$ cat src/rtl/hamming_secded_pipe.sv
// hamming_secded_pipe: SEC-DED extended Hamming decoder with 2-stage valid/ready pipeline and saturating error counters
// Ports: clk_i/rst_i (sync, active-high); valid_i/ready_o/palabra_i input handshake (bit0 = overall parity);
//   valid_o/ready_i output handshake with dato_o, sindrome_o, error_o (00 ok, 01 corrected, 10 double, 11 bit0 only);
//   clr_cnt_i clears corr_cnt_o/dbl_cnt_o; siete_seg_o active-low {g,f,e,d,c,b,a}.
// Define SIETE_SEG_EN to enable the registered hex display of the last syndrome; otherwise it is blank.
module hamming_secded_pipe #(
  parameter int DATA_W = 4,
  parameter int CNT_W  = 8,
  localparam int P  = $clog2(DATA_W + $clog2(DATA_W + 1) + 1),
  localparam int N  = (1 << P) - 1,
  localparam int CW = N + 1
) (
  input  logic              clk_i,
  input  logic              rst_i,
  input  logic              valid_i,
  output logic              ready_o,
  input  logic [CW-1:0]     palabra_i,
  input  logic              clr_cnt_i,
  output logic              valid_o,
  input  logic              ready_i,
  output logic [DATA_W-1:0] dato_o,
  output logic [P-1:0]      sindrome_o,
  output logic [1:0]        error_o,
  output logic [CNT_W-1:0]  corr_cnt_o,
  output logic [CNT_W-1:0]  dbl_cnt_o,
  output logic [6:0]        siete_seg_o
);
  // data bits sit at the non-power-of-two positions, ascending
  function automatic logic [DATA_W-1:0] extract(input logic [CW-1:0] w);
    logic [DATA_W-1:0] r;
    int k;
    r = '0;
    k = 0;
    for (int i = 1; i < CW; i++)
      if ((i & (i - 1)) != 0) begin
        r[k] = w[i];
        k++;
      end
    return r;
  endfunction
  logic              adv, xfer;
  logic              v1_q, v1_d, p1_q, p1_d;
  logic [CW-1:0]     w1_q, w1_d;
  logic [P-1:0]      s1_q, s1_d, sind_q, sind_d, syn;
  logic              valid_q, valid_d;
  logic [DATA_W-1:0] dato_q, dato_d;
  logic [1:0]        err_q, err_d, cls;
  logic [CNT_W-1:0]  corr_q, corr_d, dbl_q, dbl_d;
  logic [CW-1:0]     fixed;
  always_comb begin
    adv = !valid_q || ready_i;
    xfer = valid_q && ready_i;
    syn = '0;
    for (int i = 1; i < CW; i++) syn ^= palabra_i[i] ? P'(i) : '0;
    cls = (s1_q != '0) ? (p1_q ? 2'b01 : 2'b10) : (p1_q ? 2'b11 : 2'b00);
    fixed = (cls == 2'b01) ? w1_q ^ (CW'(1) << s1_q) : w1_q;
    v1_d = adv ? valid_i : v1_q;
    w1_d = adv ? palabra_i : w1_q;
    s1_d = adv ? syn : s1_q;
    p1_d = adv ? ^palabra_i : p1_q;
    valid_d = adv ? v1_q : valid_q;
    dato_d = (adv && v1_q) ? extract(fixed) : dato_q;
    sind_d = (adv && v1_q) ? s1_q : sind_q;
    err_d = (adv && v1_q) ? cls : err_q;
    corr_d = clr_cnt_i ? '0 : (xfer && err_q[0] && !(&corr_q)) ? corr_q + 1'b1 : corr_q;
    dbl_d = clr_cnt_i ? '0 : (xfer && err_q == 2'b10 && !(&dbl_q)) ? dbl_q + 1'b1 : dbl_q;
  end
  always_ff @(posedge clk_i) begin
    if (rst_i) begin
      v1_q <= 1'b0;
      w1_q <= '0;
      s1_q <= '0;
      p1_q <= 1'b0;
      valid_q <= 1'b0;
      dato_q <= '0;
      sind_q <= '0;
      err_q <= 2'b00;
      corr_q <= '0;
      dbl_q <= '0;
    end else begin
      v1_q <= v1_d;
      w1_q <= w1_d;
      s1_q <= s1_d;
      p1_q <= p1_d;
      valid_q <= valid_d;
      dato_q <= dato_d;
      sind_q <= sind_d;
      err_q <= err_d;
      corr_q <= corr_d;
      dbl_q <= dbl_d;
    end
  end
  assign ready_o = adv;
  assign valid_o = valid_q;
  assign dato_o = dato_q;
  assign sindrome_o = sind_q;
  assign error_o = err_q;
  assign corr_cnt_o = corr_q;
  assign dbl_cnt_o = dbl_q;
`ifdef SIETE_SEG_EN
  localparam logic [6:0] HEX [16] = '{7'h40, 7'h79, 7'h24, 7'h30, 7'h19, 7'h12, 7'h02, 7'h78,
                                      7'h00, 7'h10, 7'h08, 7'h03, 7'h46, 7'h21, 7'h06, 7'h0E};
  logic [6:0]   seg_q, seg_d;
  logic [P+3:0] syn_x;
  always_comb begin
    syn_x = {4'b0, s1_q};
    seg_d = (adv && v1_q) ? ((cls == 2'b10) ? 7'h06 : HEX[syn_x[3:0]]) : seg_q;
  end
  always_ff @(posedge clk_i) seg_q <= rst_i ? 7'h7F : seg_d;
  assign siete_seg_o = seg_q;
`else
  assign siete_seg_o = 7'h7F;
`endif
endmodule

$ cat config.mk
export PLATFORM = sky130hd
export DESIGN_NAME = hamming_secded_pipe
export DESIGN_NICKNAME = d
export VERILOG_FILES = /design/src/rtl/hamming_secded_pipe.sv
export SDC_FILE = /design/constraint.sdc
export NUM_CORES = 1
export LEC_CHECK = 0
export CORE_ASPECT_RATIO = 2
export CORE_UTILIZATION = 40
export CTS_CLUSTER_DIAMETER = 50
export DETAILED_ROUTE_END_ITERATION = 10
export MAX_ROUTING_LAYER = met4
export PLACE_DENSITY = 0.77
export SLEW_MARGIN = 20
export SYNTH_ARGS = -nofsm -noshare
export SYNTH_HDL_FRONTEND = slang
export SYNTH_SLANG_ARGS = --single-unit
$ cat constraint.sdc
create_clock -name clk_i -period 2.6 [get_ports clk_i]
set_clock_uncertainty 0.15 [all_clocks]
set_input_delay 0.39 -clock clk_i [delete_from_list [all_inputs] [get_ports clk_i]]
set_output_delay 0.39 -clock clk_i [all_outputs]
set_load 0.005 [all_outputs]
==> results.cfg, run 1 <==
[run_status]
status = completed

[worst_hold_path]
hp-start = w1_q[6]$_SDFFE_PP0P_
hp-class = reg2reg
hold_depth = 2
hold_end = w1_q[6]$_SDFFE_PP0P_

[setup_path]
start_kind = primary input
crit_required_ns = 2.06
crit_chain = clkdlybuf4s50_1 -> nor2b_1 -> inv_2 -> clkdlybuf4s50_1
crit_family = buffers and inverters
rr_startpoint = dbl_cnt_o[0]$_SDFFE_PP0P_
end_kind = output pin
crit_type = in2out
r2r_end = dbl_cnt_o[5]$_SDFFE_PP0P_
crit_top_cell = clkdlybuf4s50_1
crit_fanout = 4
cp_slowest_stage_delay_ns = 0.50
crit_slowest_cell = clkdlybuf4s50_1
critPathBufInv = 3
r2r_slack_ns = 0.82
cp.arrival_ns = 1.63
reg2reg_depth = 4

[cts]
postCtsSetupBuffers = 0
htreeDepth = 2
postCtsHoldBufs = 0
cts_root_buf = clkbuf_8
clock_path_buffers = 2
cts_repair_resize_count = 0
cts_tree = yes
cts_made_buffers = 5
path_clk_slew_ns = 0.07
cts.sinks = 35
clock_latency_ns = 0.29

[floorplanning]
ios = 47
die_x_um = 47.66
initial_core_util = 0.4251
fp.dieH_um = 93.32
rows = 32
core-area_mm2 = 0.003924
die-area_mm2 = 0.004448

[run]
maxCapViolations = 0

[synth]
seq_area_frac_synth = 0.4201
ys_top_cells_by_area = dfxtp_1, xnor2_1, nand2_1
synth_top_cell_by_area = dfxtp_1
netlist_top_cells_count = dfxtp_1, nand2_1, nor2_1
synthesis.area_mm2 = 0.001668
synth-edff-count = 0
synthFlopType = dfxtp_1
syn_area_per_cell_um2 = 8.687
async_reset_ff_frac = 0
yosysMostFrequentCell = dfxtp_1
synth_cells = 192
ys_ff_latch = 35
yosysWarnings = 0
synth_top_area_share = 0.4201
synthDistinctLibCells = 38

[sta]
rsz0062_at_grt = no
hold_viol = 0
fin_crit_sh = 0.8353
drv_slew = 0
setup_violations = 0
finalWorstSetupSlack_ns = 0.4282
tns_ns = 0
whs_ns = 0.3147
period_minus_slack_ns = 2.172
fmax_mhz = 460.4

[power]
power.density_mw_per_mm2 = 510.0
leakage_uw = 0.0008041
peakVddDrop_v = 0.0003393

[global_routing]
grt_use_total = 0.1937
met2_usage = 0.3619
use_met3 = 0.04826
use_met1 = 0.1499
grt_busiest_layer = met2
antenna_found_initial = 0
grt-ovfl-total = 0
grt_max_degree = 22
grt_pass1_wl_mm = 5.844
grt_pass1_vias = 1402

[placement]
dp_hpwl_mm = 2.820
routabilityCongestion = 0.7987
port_buffers = 39
dp_slack_ns = 0.3626

[route]
via_count = 1461
drtIter0Drc = 10
ant_nets = 0
via_per_inst = 5.108
drc = 0
drt-total-wl_mm = 3.656
firstDrtPassIters = 4
wl_per_cell_um = 12.78

[layout]
nNetsFinal = 250
fillers = 402
num_antenna_cells = 0
syn_to_final_growth_pct = 30.16
final_util = 0.5533
drive_gt1_frac = 0.06809
==> worst max-delay path by stage <==
stage	from	end	slack, ns	depth (start not counted)
final	ready_i	ready_o	0.43	4
after global routing	ready_i	ready_o	0.36	4
after CTS	ready_i	ready_o	0.42	4
after detailed placement	ready_i	dato_o[3]$_SDFFE_PP0P_	0.36	7
after global placement	ready_i	dato_o[3]$_SDFFE_PP0P_	0.41	7
after floorplan	dbl_cnt_o[0]$_SDFFE_PP0P_	dbl_cnt_o[5]$_SDFFE_PP0P_	0.93	4
==> sequential cells by signal, summed over array words and instances (netlist names) <==
register and count:
error_o 2, s1_q 3, corr_cnt_o 8, dato_o 4, sindrome_o 3, v1_q 1, dbl_cnt_o 8, valid_o 1
w1_q 4, p1_q 1
==> power by group <==
group | total (uW) | switching, uW | internal [uW] | leakage [uW]
clock network | 373 | 185 | 188 | 0.0000422
registers | 590 | 28.1 | 562 | 0.000286
logic | 144 | 64.3 | 79.9 | 0.000476
==> worst min-delay path, stage by stage, from the launching register on <==
cell     delay [ns]
dfxtp_1        0.32
nand2_1        0.05
a21oi_1        0.05
==> metal layers <==
layer / share of wire / vias to the layer above
met5: 0 / -
met4: 0.033 / 0
met3: 0.031 / 9
met2: 0.59 / 38
met1: 0.34 / 668
li1: - / 746
==> layout by cell type (no fill, tap or decap), types with 2 or more instances in the layout <==
cell type,n
clkbuf_8,5
nand2_1,24
ha_1,3
buf_4,3
o21ai_0,6
conb_1,7
inv_1,4
xnor2_1,11
mux2i_1,3
a21oi_1,16
or3_1,6
a211oi_1,7
nand3_1,8
nor2_1,20
o31ai_1,2
dfxtp_1,35
xor2_1,8
clkdlybuf4s50_1,39
nand4_1,2
o211ai_1,3
nand4b_1,2
clkbuf_1,2
or4_1,2
==> area by class of cell <==
| class | instances | area (um^2) | share of cell area |
|---|---|---|---|
| clock buffers | 7 | 76.32 | 0.03516 |
| clock inverters | 1 | 5.005 | 0.002305 |
| inverters | 5 | 18.77 | 0.008646 |
| multi-input cells | 145 | 893.4 | 0.4115 |
| flip-flops and latches | 35 | 700.7 | 0.3228 |
| well taps | 51 | 63.81 | 0.02939 |
| repair buffers | 42 | 412.9 | 0.1902 |
==> through the flow <==
| stage | instances | instance area (um^2) | total power [uW] |
|---|---|---|---|
| final | 286 | 2171 | 1107 |
| after global routing | 286 | 2171 | 1163 |
| after CTS | 286 | 2171 | 1123 |
| after detailed placement | 278 | 2090 | 745.8 |
| after global placement | 278 | 2090 | 741.4 |
| after floorplan | 198 | 1690 | 688.1 |
==> cell families after synthesis <==
logic type / count (synthesis) / synth area share
DFF: 35 / 0.4201
adders and majority gates: 3 / 0.02251
AOI/OAI and AO/OA: 41 / 0.1635
muxes: 3 / 0.01801
other: 1 / 0.002248
and+or+nand+nor: 72 / 0.2161
buffers and inverters: 18 / 0.05776
xor gates and xnor gates: 19 / 0.09978
Note: power is estimated with default switching activity, not from simulation.
==> run 2: changes to the inputs <==
--- a/config.mk
+++ b/config.mk
@@ -10,7 +10,7 @@
 export CTS_CLUSTER_DIAMETER = 50
 export DETAILED_ROUTE_END_ITERATION = 10
 export MAX_ROUTING_LAYER = met4
-export PLACE_DENSITY = 0.77
+export PLACE_DENSITY = 0.79
 export SLEW_MARGIN = 20
 export SYNTH_ARGS = -nofsm -noshare
 export SYNTH_HDL_FRONTEND = slang
==> constraint.sdc (replaced) <==
create_clock -name clk_i -period 1.8 [get_ports clk_i]
set_clock_uncertainty 0.15 [all_clocks]
set_input_delay 0.27 -clock clk_i [delete_from_list [all_inputs] [get_ports clk_i]]
set_output_delay 0.27 -clock clk_i [all_outputs]
set_load 0.005 [all_outputs]
==> run 2 against run 1 <==
Non-clock buffer count up 17. Die area unchanged. Total power up 59%. Core utilization up 4.1 points. Wire length up 4.9%. Combinational power up 69%. Worst hold slack about the same. Via count up 7.3%. Largest power group unchanged.
==> results.cfg, run 2 (synthesized netlist as in run 1, its figures left out) <==
[run_status]
status = completed

[cts]
path_clk_slew_ns = 0.07
clock_path_buffers = 2
cts.sinks = 35
clock_latency_ns = 0.28
cts_tree = yes
cts_made_buffers = 5
htreeDepth = 2
postCtsHoldBufs = 0
cts_root_buf = clkbuf_8

[setup_path]
crit_type = reg2out
crit_fanout = 8
critPathBufInv = 1
crit_slowest_cell = clkdlybuf4s50_1
r2r_slack_ns = 0.06
rr_startpoint = dbl_cnt_o[1]$_SDFFE_PP0P_
r2r_end = dbl_cnt_o[5]$_SDFFE_PP0P_
end_kind = output pin
crit_chain = clkdlybuf4s50_1
cp.arrival_ns = 1.32
crit_required_ns = 1.38
cp_slowest_stage_delay_ns = 0.56
start_kind = flip-flop
reg2reg_depth = 4
crit_family = buffers and inverters

[power]
peakVddDrop_v = 0.0008218
fin_total_pwr_uw = 1760
power.density_mw_per_mm2 = 754.4
leakage_uw = 0.0008962

[route]
drtIter0Drc = 31
wl_per_cell_um = 12.70
via_per_inst = 5.189
ant_nets = 0
via_count = 1567
drc = 0
firstDrtPassIters = 4
drt-total-wl_mm = 3.836

[layout]
syn_to_final_growth_pct = 39.91
final_common_cell = clkdlybuf4s50_1
num_antenna_cells = 0
nNetsFinal = 267
final_util = 0.5947
drive_gt1_frac = 0.1514
final_cell_mix = clkdlybuf4s50_1, dfxtp_1, nand2_1

[sta]
period_minus_slack_ns = 1.744
fmax_mhz = 573.4
hold_viol = 0
drv_slew = 0
setup_violations = 0
rsz0062_at_grt = no
fin_crit_sh = 0.9689

[global_routing]
grt_use_total = 0.1982
grt_max_degree = 20
grt_pass1_wl_mm = 6.196
grt-ovfl-total = 0
antenna_found_initial = 0
grt_pass1_vias = 1475

[run]
maxCapViolations = 0

[placement]
routabilityCongestion = 0.8225
port_buffers = 39
dp_hpwl_mm = 2.957

[floorplanning]
die_x_um = 47.66
ios = 47
initial_core_util = 0.4251
die-area_mm2 = 0.004448
core-area_mm2 = 0.003924
fp.dieH_um = 93.32
rows = 32

[worst_hold_path]
hold_depth = 2
hp-start = w1_q[5]$_SDFFE_PP0P_
hold_end = w1_q[5]$_SDFFE_PP0P_
hp-class = reg2reg
run 2: final cells by class:
type | instances | area [um^2]
Fill cell | 383 | 1590
Clock inverter | 1 | 30.03
Tap cell | 51 | 63.81
Multi-Input combinational cell | 145 | 905.9
Timing Repair Buffer | 59 | 538.0
Clock buffer | 6 | 72.57
Sequential cell | 35 | 704.4
Inverter | 5 | 18.77
run 2: timing repair:
action	in CTS	in global routing
setup buffers	1	0
gates resized for setup	5	4
setup endpoints to repair	1	3
run 2: through the flow:
stage | instance area [um^2] | setup WS [ns] | TNS [ns] | std cells | hold WS [ns]
2_1_floorplan | 1690 | 0.1266 | 0 | 198 | 0.2605
3_5_place_dp | 2210 | -0.2646 | -3.169 | 294 | 0.3086
5_1_grt | 2333 | 0.01176 | 0 | 302 | 0.3418
4_1_cts | 2323 | 0.04553 | 0 | 302 | 0.3167
6_report | 2333 | 0.05600 | 0 | 302 | 0.3148
3_3_place_gp | 2210 | -0.2329 | -2.516 | 294 | 0.3026
run 2: worst max-delay path by stage:
stage / startpoint / endpoint / slack (ns) / cells after the start
floorplan: dbl_cnt_o[0]$_SDFFE_PP0P_ / dbl_cnt_o[5]$_SDFFE_PP0P_ / 0.13 / 4
global placement: ready_i / dbl_cnt_o[5]$_SDFFE_PP0P_ / -0.23 / 5
detailed placement: ready_i / dbl_cnt_o[5]$_SDFFE_PP0P_ / -0.26 / 5
CTS: dbl_cnt_o[2]$_SDFFE_PP0P_ / dbl_cnt_o[2] / 0.05 / 1
global route: dbl_cnt_o[2]$_SDFFE_PP0P_ / dbl_cnt_o[2] / 0.01 / 1
finish: dbl_cnt_o[2]$_SDFFE_PP0P_ / dbl_cnt_o[2] / 0.06 / 1
run 2: where the power goes:
group          internal (uW)  total (uW)  switching, uW
Sequential               811         841           30.7
Clock                    406         675            269
Combinational            136         244            109
run 2: layer usage:
layer | up-vias | share of wire | global-route usage
met5 | - | 0 | -
met4 | 0 | 0.027 | 0.1065
met3 | 10 | 0.034 | 0.03861
met2 | 50 | 0.61 | 0.3813
met1 | 734 | 0.33 | 0.1522
li1 | 773 | - | -
